File: config.mk
export PLATFORM = sky130hd
export DESIGN_NAME = rv32i_mem_stage
export DESIGN_NICKNAME = d
export VERILOG_FILES = /design/src/rtl/rv32i_mem_stage_pkg.sv /design/src/rtl/rv32i_mem_lane.sv /design/src/rtl/rv32i_mem_stage.sv
export SDC_FILE = /design/constraint.sdc
export NUM_CORES = 1
export LEC_CHECK = 0
export ABC_AREA = 0
export ABC_CLOCK_PERIOD_IN_PS = 3000
export CORE_UTILIZATION = 45
export CTS_CLUSTER_DIAMETER = 50
export DETAILED_ROUTE_END_ITERATION = 10
export GPL_TIMING_DRIVEN = 0
export PLACE_DENSITY = 0.85
export SKIP_CTS_REPAIR_TIMING = 1
export SLEW_MARGIN = 20
export SYNTH_ARGS = -nofsm -noshare
export SYNTH_HDL_FRONTEND = slang
export SYNTH_SLANG_ARGS = --single-unit
File: constraint.sdc
create_clock -name clk -period 3 [get_ports clk]
set_input_delay 0.45 -clock clk [delete_from_list [all_inputs] [get_ports clk]]
set_output_delay 0.45 -clock clk [all_outputs]
set_load 0.03 [all_outputs]
File: src/rtl/rv32i_mem_stage_pkg.sv
// Shared encodings for the RV32I memory-access stage: bus widths, funct3
// load/store modes, fault causes and FSM states.
package rv32i_mem_stage_pkg;

    localparam int unsigned DATA_BUS_W     = 32;
    localparam int unsigned REG_ADDR_BUS_W = 5;
    localparam int unsigned RAM_ADDR_BUS_W = 32;

    localparam logic [2:0] F3_B  = 3'b000;
    localparam logic [2:0] F3_H  = 3'b001;
    localparam logic [2:0] F3_W  = 3'b010;
    localparam logic [2:0] F3_BU = 3'b100;
    localparam logic [2:0] F3_HU = 3'b101;

    localparam logic [1:0] CAUSE_NONE     = 2'b00;
    localparam logic [1:0] CAUSE_MISALIGN = 2'b01;
    localparam logic [1:0] CAUSE_TIMEOUT  = 2'b10;
    localparam logic [1:0] CAUSE_ILLEGAL  = 2'b11;

    localparam logic [0:0] ST_IDLE = 1'b0;
    localparam logic [0:0] ST_BUSY = 1'b1;

endpackage

File: src/rtl/rv32i_mem_lane.sv
// Combinational lane logic: store byte-enable/data replication, load lane
// extraction with sign/zero extension, and alignment/illegal-mode checks.
module rv32i_mem_lane
    import rv32i_mem_stage_pkg::*;
(
    input  logic [2:0]  req_mode_i,
    input  logic [1:0]  req_off_i,
    input  logic        req_store_i,
    input  logic [31:0] st_data_i,
    output logic [3:0]  st_be_o,
    output logic [31:0] st_wdata_o,
    output logic        misaligned_o,
    output logic        illegal_o,
    input  logic [2:0]  ld_mode_i,
    input  logic [1:0]  ld_off_i,
    input  logic [31:0] ld_rdata_i,
    output logic [31:0] ld_data_o
);

    logic [31:0] ld_shifted;

    // Stores only have B/H/W; loads additionally have the unsigned B/H forms.
    always_comb begin
        illegal_o = 1'b0;
        if (req_store_i) begin
            illegal_o = !(req_mode_i inside {F3_B, F3_H, F3_W});
        end else begin
            illegal_o = !(req_mode_i inside {F3_B, F3_H, F3_W, F3_BU, F3_HU});
        end
    end

    always_comb begin
        misaligned_o = 1'b0;
        case (req_mode_i[1:0])
            2'b01:   misaligned_o = req_off_i[0];
            2'b10:   misaligned_o = (req_off_i != 2'b00);
            default: misaligned_o = 1'b0;
        endcase
    end

    always_comb begin
        st_be_o    = 4'b1111;
        st_wdata_o = st_data_i;
        if (req_store_i) begin
            case (req_mode_i)
                F3_B: begin
                    st_be_o    = 4'b0001 << req_off_i;
                    st_wdata_o = {4{st_data_i[7:0]}};
                end
                F3_H: begin
                    st_be_o    = req_off_i[1] ? 4'b1100 : 4'b0011;
                    st_wdata_o = {2{st_data_i[15:0]}};
                end
                default: ;
            endcase
        end
    end

    assign ld_shifted = ld_rdata_i >> {ld_off_i, 3'b000};

    always_comb begin
        ld_data_o = ld_shifted;
        case (ld_mode_i)
            F3_B:    ld_data_o = {{24{ld_shifted[7]}}, ld_shifted[7:0]};
            F3_H:    ld_data_o = {{16{ld_shifted[15]}}, ld_shifted[15:0]};
            F3_BU:   ld_data_o = {24'd0, ld_shifted[7:0]};
            F3_HU:   ld_data_o = {16'd0, ld_shifted[15:0]};
            default: ld_data_o = ld_shifted;
        endcase
    end

endmodule

File: src/rtl/rv32i_mem_stage.sv
// RV32I memory-access stage with MEM/WB latch: issues one req/ack data-memory
// access at a time, stalls upstream while busy, and reports access faults.
module rv32i_mem_stage
    import rv32i_mem_stage_pkg::*;
#(
    parameter int unsigned DW      = DATA_BUS_W,
    parameter int unsigned AW      = RAM_ADDR_BUS_W,
    parameter int unsigned TIMEOUT = 16
) (
    input  logic                      clk,
    input  logic                      rst,
    input  logic                      in_we,
    input  logic [REG_ADDR_BUS_W-1:0] in_waddr,
    input  logic [DW-1:0]             in_wdata,
    input  logic [2:0]                in_mode,
    input  logic                      in_memce,
    input  logic                      in_memwe,
    input  logic [DW-1:0]             in_memdata,
    input  logic [AW-1:0]             in_memaddr,
    output logic                      stall_req,
    output logic                      dm_req,
    output logic                      dm_we,
    output logic [3:0]                dm_be,
    output logic [AW-1:0]             dm_addr,
    output logic [DW-1:0]             dm_wdata,
    input  logic [DW-1:0]             dm_rdata,
    input  logic                      dm_ack,
    output logic                      wb_we,
    output logic [REG_ADDR_BUS_W-1:0] wb_waddr,
    output logic [DW-1:0]             wb_wdata,
    output logic                      fault,
    output logic [1:0]                fault_cause
);

    localparam int unsigned CW = $clog2(TIMEOUT + 1);

    logic [0:0]                state_q, state_d;
    logic [CW-1:0]             cnt_q, cnt_d;
    logic [2:0]                mode_q, mode_d;
    logic [1:0]                off_q, off_d;
    logic [REG_ADDR_BUS_W-1:0] waddr_q, waddr_d;
    logic                      we_q, we_d;
    logic                      dm_req_q, dm_req_d;
    logic                      dm_we_q, dm_we_d;
    logic [3:0]                dm_be_q, dm_be_d;
    logic [AW-1:0]             dm_addr_q, dm_addr_d;
    logic [DW-1:0]             dm_wdata_q, dm_wdata_d;
    logic                      wb_we_q, wb_we_d;
    logic [REG_ADDR_BUS_W-1:0] wb_waddr_q, wb_waddr_d;
    logic [DW-1:0]             wb_wdata_q, wb_wdata_d;
    logic                      fault_q, fault_d;
    logic [1:0]                cause_q, cause_d;

    logic [3:0]    st_be;
    logic [DW-1:0] st_wdata;
    logic [DW-1:0] ld_data;
    logic          misaligned;
    logic          illegal;

    rv32i_mem_lane u_lane (
        .req_mode_i   (in_mode),
        .req_off_i    (in_memaddr[1:0]),
        .req_store_i  (in_memwe),
        .st_data_i    (in_memdata),
        .st_be_o      (st_be),
        .st_wdata_o   (st_wdata),
        .misaligned_o (misaligned),
        .illegal_o    (illegal),
        .ld_mode_i    (mode_q),
        .ld_off_i     (off_q),
        .ld_rdata_i   (dm_rdata),
        .ld_data_o    (ld_data)
    );

    always_ff @(posedge clk) begin
        if (rst) begin
            state_q    <= ST_IDLE;
            cnt_q      <= '0;
            mode_q     <= '0;
            off_q      <= '0;
            waddr_q    <= '0;
            we_q       <= 1'b0;
            dm_req_q   <= 1'b0;
            dm_we_q    <= 1'b0;
            dm_be_q    <= '0;
            dm_addr_q  <= '0;
            dm_wdata_q <= '0;
            wb_we_q    <= 1'b0;
            wb_waddr_q <= '0;
            wb_wdata_q <= '0;
            fault_q    <= 1'b0;
            cause_q    <= CAUSE_NONE;
        end else begin
            state_q    <= state_d;
            cnt_q      <= cnt_d;
            mode_q     <= mode_d;
            off_q      <= off_d;
            waddr_q    <= waddr_d;
            we_q       <= we_d;
            dm_req_q   <= dm_req_d;
            dm_we_q    <= dm_we_d;
            dm_be_q    <= dm_be_d;
            dm_addr_q  <= dm_addr_d;
            dm_wdata_q <= dm_wdata_d;
            wb_we_q    <= wb_we_d;
            wb_waddr_q <= wb_waddr_d;
            wb_wdata_q <= wb_wdata_d;
            fault_q    <= fault_d;
            cause_q    <= cause_d;
        end
    end

    // Next-state, memory-bus and writeback decisions; fault is a one-cycle pulse.
    always_comb begin
        state_d    = state_q;
        cnt_d      = cnt_q;
        mode_d     = mode_q;
        off_d      = off_q;
        waddr_d    = waddr_q;
        we_d       = we_q;
        dm_req_d   = dm_req_q;
        dm_we_d    = dm_we_q;
        dm_be_d    = dm_be_q;
        dm_addr_d  = dm_addr_q;
        dm_wdata_d = dm_wdata_q;
        wb_we_d    = wb_we_q;
        wb_waddr_d = wb_waddr_q;
        wb_wdata_d = wb_wdata_q;
        fault_d    = 1'b0;
        cause_d    = CAUSE_NONE;
        stall_req  = 1'b0;

        if (state_q == ST_IDLE) begin
            if (!in_memce) begin
                wb_we_d    = in_we;
                wb_waddr_d = in_waddr;
                wb_wdata_d = in_wdata;
            end else if (illegal) begin
                wb_we_d = 1'b0;
                fault_d = 1'b1;
                cause_d = CAUSE_ILLEGAL;
            end else if (misaligned) begin
                wb_we_d = 1'b0;
                fault_d = 1'b1;
                cause_d = CAUSE_MISALIGN;
            end else begin
                stall_req  = 1'b1;
                state_d    = ST_BUSY;
                cnt_d      = '0;
                mode_d     = in_mode;
                off_d      = in_memaddr[1:0];
                waddr_d    = in_waddr;
                we_d       = in_we;
                dm_req_d   = 1'b1;
                dm_we_d    = in_memwe;
                dm_be_d    = in_memwe ? st_be : 4'b1111;
                dm_addr_d  = {in_memaddr[AW-1:2], 2'b00};
                dm_wdata_d = st_wdata;
                wb_we_d    = 1'b0;
            end
        end else begin
            if (dm_ack) begin
                // Ack has priority over a coinciding timeout.
                state_d    = ST_IDLE;
                cnt_d      = '0;
                dm_req_d   = 1'b0;
                dm_we_d    = 1'b0;
                wb_waddr_d = waddr_q;
                if (dm_we_q) begin
                    wb_we_d = 1'b0;
                end else begin
                    wb_we_d    = we_q;
                    wb_wdata_d = ld_data;
                end
            end else begin
                stall_req = 1'b1;
                if (cnt_q == CW'(TIMEOUT - 1)) begin
                    state_d  = ST_IDLE;
                    cnt_d    = '0;
                    dm_req_d = 1'b0;
                    dm_we_d  = 1'b0;
                    wb_we_d  = 1'b0;
                    fault_d  = 1'b1;
                    cause_d  = CAUSE_TIMEOUT;
                end else begin
                    cnt_d = cnt_q + CW'(1);
                end
            end
        end
    end

    assign dm_req      = dm_req_q;
    assign dm_we       = dm_we_q;
    assign dm_be       = dm_be_q;
    assign dm_addr     = dm_addr_q;
    assign dm_wdata    = dm_wdata_q;
    assign wb_we       = wb_we_q;
    assign wb_waddr    = wb_waddr_q;
    assign wb_wdata    = wb_wdata_q;
    assign fault       = fault_q;
    assign fault_cause = cause_q;

endmodule
== Word-level counts from Yosys, hierarchy flattened ==
Index checks and enable logic that the tools add are counted.
Storage, ports and cells
  word-level logic and storage cells: 106
  memories kept: 0
  output and inout bits: 112
  input port bits: 142
  bits in writable memories: 0
  register bits after elaboration: 126
  bits in latches: 0
  bits in read-only memories: 0
Operators by class
  bitwise gates (word level): 3
  multipliers: 0
  multiplexer cells: 55
  shift operators: 2
  add/sub/neg operators: 1
  divide/modulo/power cells: 0
  equal/unequal tests: 16
  $lt $le $gt $ge: 0
  reductions and logical operators: 13
Operator list (number)
  $mux W32: 5
  $pmux W32 S4: 1
  $pmux W32 S2: 1
  $mux W5: 9
  $shr A32 B5 Y32: 1
  $mux W1: 30
  $eq A3 B3 Y1 const B: 4
  $mux W2: 5
  $mux W4: 2
  $ne A2 B2 Y1 const B: 4
  $pmux W4 S2: 1
  $reduce_and A4 Y1: 2
  $eq A3 B1 Y1 const B: 2
  $logic_not A3 Y1: 2
  $reduce_and A3 Y1: 2
  $add A5 B1 Y5 const B: 1
  $eq A5 B4 Y1 const B: 1
  $reduce_bool A5 Y1: 1
  $reduce_bool A2 Y1: 2
  $shl A1 B2 Y4 const A: 1
  $eq A3 B2 Y1 const B: 1
  $ne A3 B2 Y1 const B: 1
  $not A1 Y1: 3
  $reduce_bool A3 Y1: 1
  6 further kinds: 7

== Logic depth before layout (Yosys ltp) ==
  depth after elaboration: 7
  mapped depth: 10
  gate-level depth less buffers: 7

== Hierarchy ==
Synthesis repeated with hierarchy kept, for this count alone.
Unflattened totals
  cells, all modules: 761
  area total of the unflattened synthesis: 6274.8 sq um
By module, submodules not included
  rv32i_mem_stage: instances 1, cells an instance 571, area an instance 4961.0 sq um, seq. area each 2522.4 sq um
  rv32i_mem_lane: instances 1, cells an instance 190, area an instance 1313.8 sq um, seq. area each 0.0 sq um

== Worst setup path before layout ==
OpenSTA, ideal clock, no wires.
  kind: input-to-output
  start point: in in_mode[1]
  end point: out stall_req
  cell stages on the path: 6
  setup slack: 0.610 ns
  arrival: 1.940 ns
  cells stage by stage: inv_1 -> ha_1 -> o211a_1 -> a31oi_2 -> a41oi_1 -> a21oi_1
Between the ends
  word-level cells in the longest chain between the ends: 7
  elaborated cells on any way between the ends: 17
  those cells by class: 6 x eq/ne; 6 x mux; 5 x reduce/logical
Ends and longest elaborated chain
  from (decl): RTL line rv32i_mem_stage.sv:15  | input logic [2:0] in_mode,
  $eq A3 B1 Y1, or another cell as far along: RTL line rv32i_mem_lane.sv:26, rv32i_mem_lane.sv:28
  $reduce_bool A5 Y1 / $reduce_bool A3 Y1 (equally long branches): RTL line rv32i_mem_lane.sv:28, rv32i_mem_lane.sv:26
  $logic_not A1 Y1 (on tied branches): RTL line rv32i_mem_lane.sv:28, rv32i_mem_lane.sv:26
  $mux W1: RTL line rv32i_mem_lane.sv:25  | if (req_store_i) begin
  $mux W1 *: RTL line rv32i_mem_stage.sv:138  | end else if (illegal) begin
  $mux W1 *: RTL line rv32i_mem_stage.sv:134  | if (!in_memce) begin
  $mux W1 *: RTL line rv32i_mem_stage.sv:133  | if (state_q == ST_IDLE) begin
  to (decl): RTL line rv32i_mem_stage.sv:20  | output logic stall_req,
Every way passes the cells marked *; elsewhere a longest branch is shown, timed or not.

== Worst setup path after layout ==
  start point: in in_mode[0]
  end point: out stall_req
Same word-level chain as after synthesis.

==> results_dict.tcl <==
set metrics [dict create \
    top_layer "met4" \
    synth-xor-area-share 0 \
    clockBufferDepth 2 \
    rows 40 \
    end_kind "primary output" \
    cp.depth 8 \
    drt-met1-wl_um 7940 \
    drt_first_pass_iters 8 \
    numCtsBuffers 17 \
    yosysWarnings 0 \
    status "complete, no violations" \
    grt_pass1_vias 6080 \
    fin_crit_sh 0.967 \
    final-hold-violation-count 0 \
    final_common_cell "clkdlybuf4s50_1" \
    synthFlopType "dfxtp_1" \
    grt_setup_unrepaired "no" \
    startpoint "in_mode[0]" \
    yosys.area_share.adder 0.00881 \
    dp.cells 1136 \
    wirelength_um 20700 \
    cap_violations 0 \
    antenna_left 0 \
    cts_tree "built" \
    clk_pin_slew_ns 0.06 \
    synthMuxAreaShare 0.0549 \
    io_pins 254 \
    critPathTopFamily "compound AO/OA/AOI/OAI gates" \
    wl_met2_um 10000 \
    setup_violations 0 \
    clock_skew_ns 0.00938 \
    place_congestion 0.921 \
    power.switching_mw 1.47 \
    slew_headroom 0.570 \
    synthSimpleGateAreaFrac 0.204 \
    final_design_area_no_fill_mm2 0.00907 \
    tightest_slew_ns 0.643 \
    cts_root_buf "clkbuf_16" \
    synth_cell_types 46 \
    dieArea_mm2 0.0131 \
    synth_edf_count 0 \
    final_core_util 0.746 \
    worstSetupPathType "input port to primary output" \
    antenna_found_initial 0 \
    crit_end "stall_req" \
    worstRegToRegCells 5 \
    ff2ff_setup_slack_ns 1.00 \
    finalPower_mw 5.28 \
    rr_endpoint "wb_wdata[11]" \
    max_freq_ghz 0.345 \
    dieWidth_um 114 \
    overflow 0 \
    syn_avg_cell_area_um2 7.93 \
    num_vias 6424 \
    grt_max_degree 17 \
    final_layout_size_suffix_gt1_frac 0.0681 \
    hp-class "flop to flop" \
    cp_max_fo 8 \
    min_period_ns 2.90 \
    drc_errors 0 \
    vdd_drop_max_mv 0.457 \
    wl_per_cell_um 17.8 \
    p_seq_frac 0.352 \
    synth_compound_area_frac 0.237 \
    grt_use_total 0.312 \
    grt_pass1_wl_um 31200 \
    htree_levels 4 \
    via_per_inst 5.50 \
    synth_top_family_by_area "compound AO/OA/AOI/OAI gates" \
    required_ns 2.55 \
    power_leakage_nw 3.28 \
    nNetsFinal 1133 \
    port-buffer-count 251 \
    cp_num_buf_inv 3 \
    ys_seq_area_frac 0.444 \
    rr_startpoint "state_q" \
    slew_violations 0 \
    critPathArrivalTime_ns 2.45 \
    area_growth_pct 59.8 \
    start_util 0.467 \
    p_comb_frac 0.220 \
    synth.cell_area_mm2 0.00568 \
    power_density_mw_per_mm2 582 \
    core_mm2 0.0122 \
    met3WireLength_um 2180 \
    crit_slowest_cell "clkdlybuf4s50_1" \
    placed_area_mm2 0.00840 \
    crit_chain "clkdlybuf4s50_1 -> inv_1 -> ha_1 -> o211a_1 -> a31oi_4 -> a41oi_4 -> a21oi_1 -> clkbuf_2" \
    synthArstFlopShare 0 \
    intPower_mw 3.82 \
    antenna_cells 0 \
    swShare 0.278 \
    worstSetupStartpointType "input port" \
    ys_seq_elements 126 \
    dp_hpwl_um 15300 \
    finalNonFillerCells 1167 \
    synth_cells 716 \
    pwr-share-clk 0.428 \
    clock-sinks 126 \
    clk_latency_ns 0.42 \
    slowest_delay_ns 0.52 \
    mostFrequentLayoutCells "250 x clkdlybuf4s50_1, 178 x nand2_1, 126 x dfxtp_1, 90 x a21oi_1, 48 x nor2_1" \
    dr.first_iter.drc_count 518 \
    dieHeight_um 114 \
]
[power groups by stage]
| stage | Clock (mW) | Sequential [mW] | Combinational [mW] |
|---|---|---|---|
| after floorplan | 0 | 2.09 | 0.387 |
| after global placement | 0 | 1.89 | 1.13 |
| after detailed placement | 0 | 1.89 | 1.14 |
| after CTS | 2.28 | 1.86 | 1.15 |
| after global routing | 2.35 | 1.87 | 1.24 |
| final | 2.26 | 1.86 | 1.16 |
[kinds of logic (layout without fill, tap and decap cells)]
kind of cell    count (synthesis)  count (layout)
other cells                     1               2
buf+inv                        63             345
simple gates                  276             276
mux                            30              30
compound gates                216             216
flops                         126             126
fa+ha+maj                       4               4
[cells in the mapped netlist (10+ instances only)]
library cell / count / area (µm²)
mux2i_1: 21 / 210
nand3_1: 13 / 65.1
a311oi_1: 11 / 96.3
nor2_1: 48 / 180
o21ai_0: 40 / 200
nand2_1: 178 / 668
a21oi_1: 90 / 450
and3_1: 14 / 87.6
clkbuf_1: 36 / 135
buf_2: 10 / 50.1
a211oi_1: 19 / 143
dfxtp_1: 126 / 2520
o211ai_1: 20 / 150
[worst min-delay path by stage]
| stage | from | depth (start not counted) | to |
|---|---|---|---|
| after floorplan | we_q | 2 | we_q |
| after global placement | wb_wdata[24] | 2 | wb_wdata[24] |
| after detailed placement | wb_wdata[25] | 2 | wb_wdata[25] |
| after CTS | dm_wdata[10] | 2 | dm_wdata[10] |
| after global routing | dm_addr[19] | 2 | dm_addr[19] |
| final | dm_wdata[10] | 2 | dm_wdata[10] |
[per-stage QoR]
stage               setup slack, ns  setup TNS, ns  hold slack (ns)
finish                       0.0986              0            0.450
global placement             -0.483         -0.483            0.437
detailed placement           -0.472         -0.472            0.442
global route                 0.0127              0            0.468
floorplan                     0.610              0            0.436
CTS                          -0.488         -0.488            0.451
[sequential cells by signal, indices dropped and copies added, names as in the netlist]
signal	cells
dm_be	4
mode_q	3
dm_wdata	32
dm_addr	30
fault	1
fault_cause	2
wb_wdata	32
waddr_q	5
off_q	2
dm_we	1
wb_waddr	5
dm_req	1
wb_we	1
cnt_q	5
state_q	1
we_q	1
[metal layers]
layer / GRT usage / vias up
met3: 0.110 / 47
met2: 0.545 / 369
li1: - / 3070
met5: 0 / -
met4: 0.130 / 0
met1: 0.343 / 2938
[area by class of cell]
class	instances	area (µm²)
plain buffers	58	272
clock buffers	20	457
clock inverters	11	189
fillers	962	3090
inverters	5	18.8
multi-input cells	528	2900
flip-flops and latches	126	2520
well taps	168	210
repair buffers	251	2510
[worst min-delay path, cell delays in order, from the launching register on]
cell     delay, ns
dfxtp_1       0.31
nand2_1       0.05
a21oi_1       0.05
No activity file was read; power rests on OpenSTA's default activity.
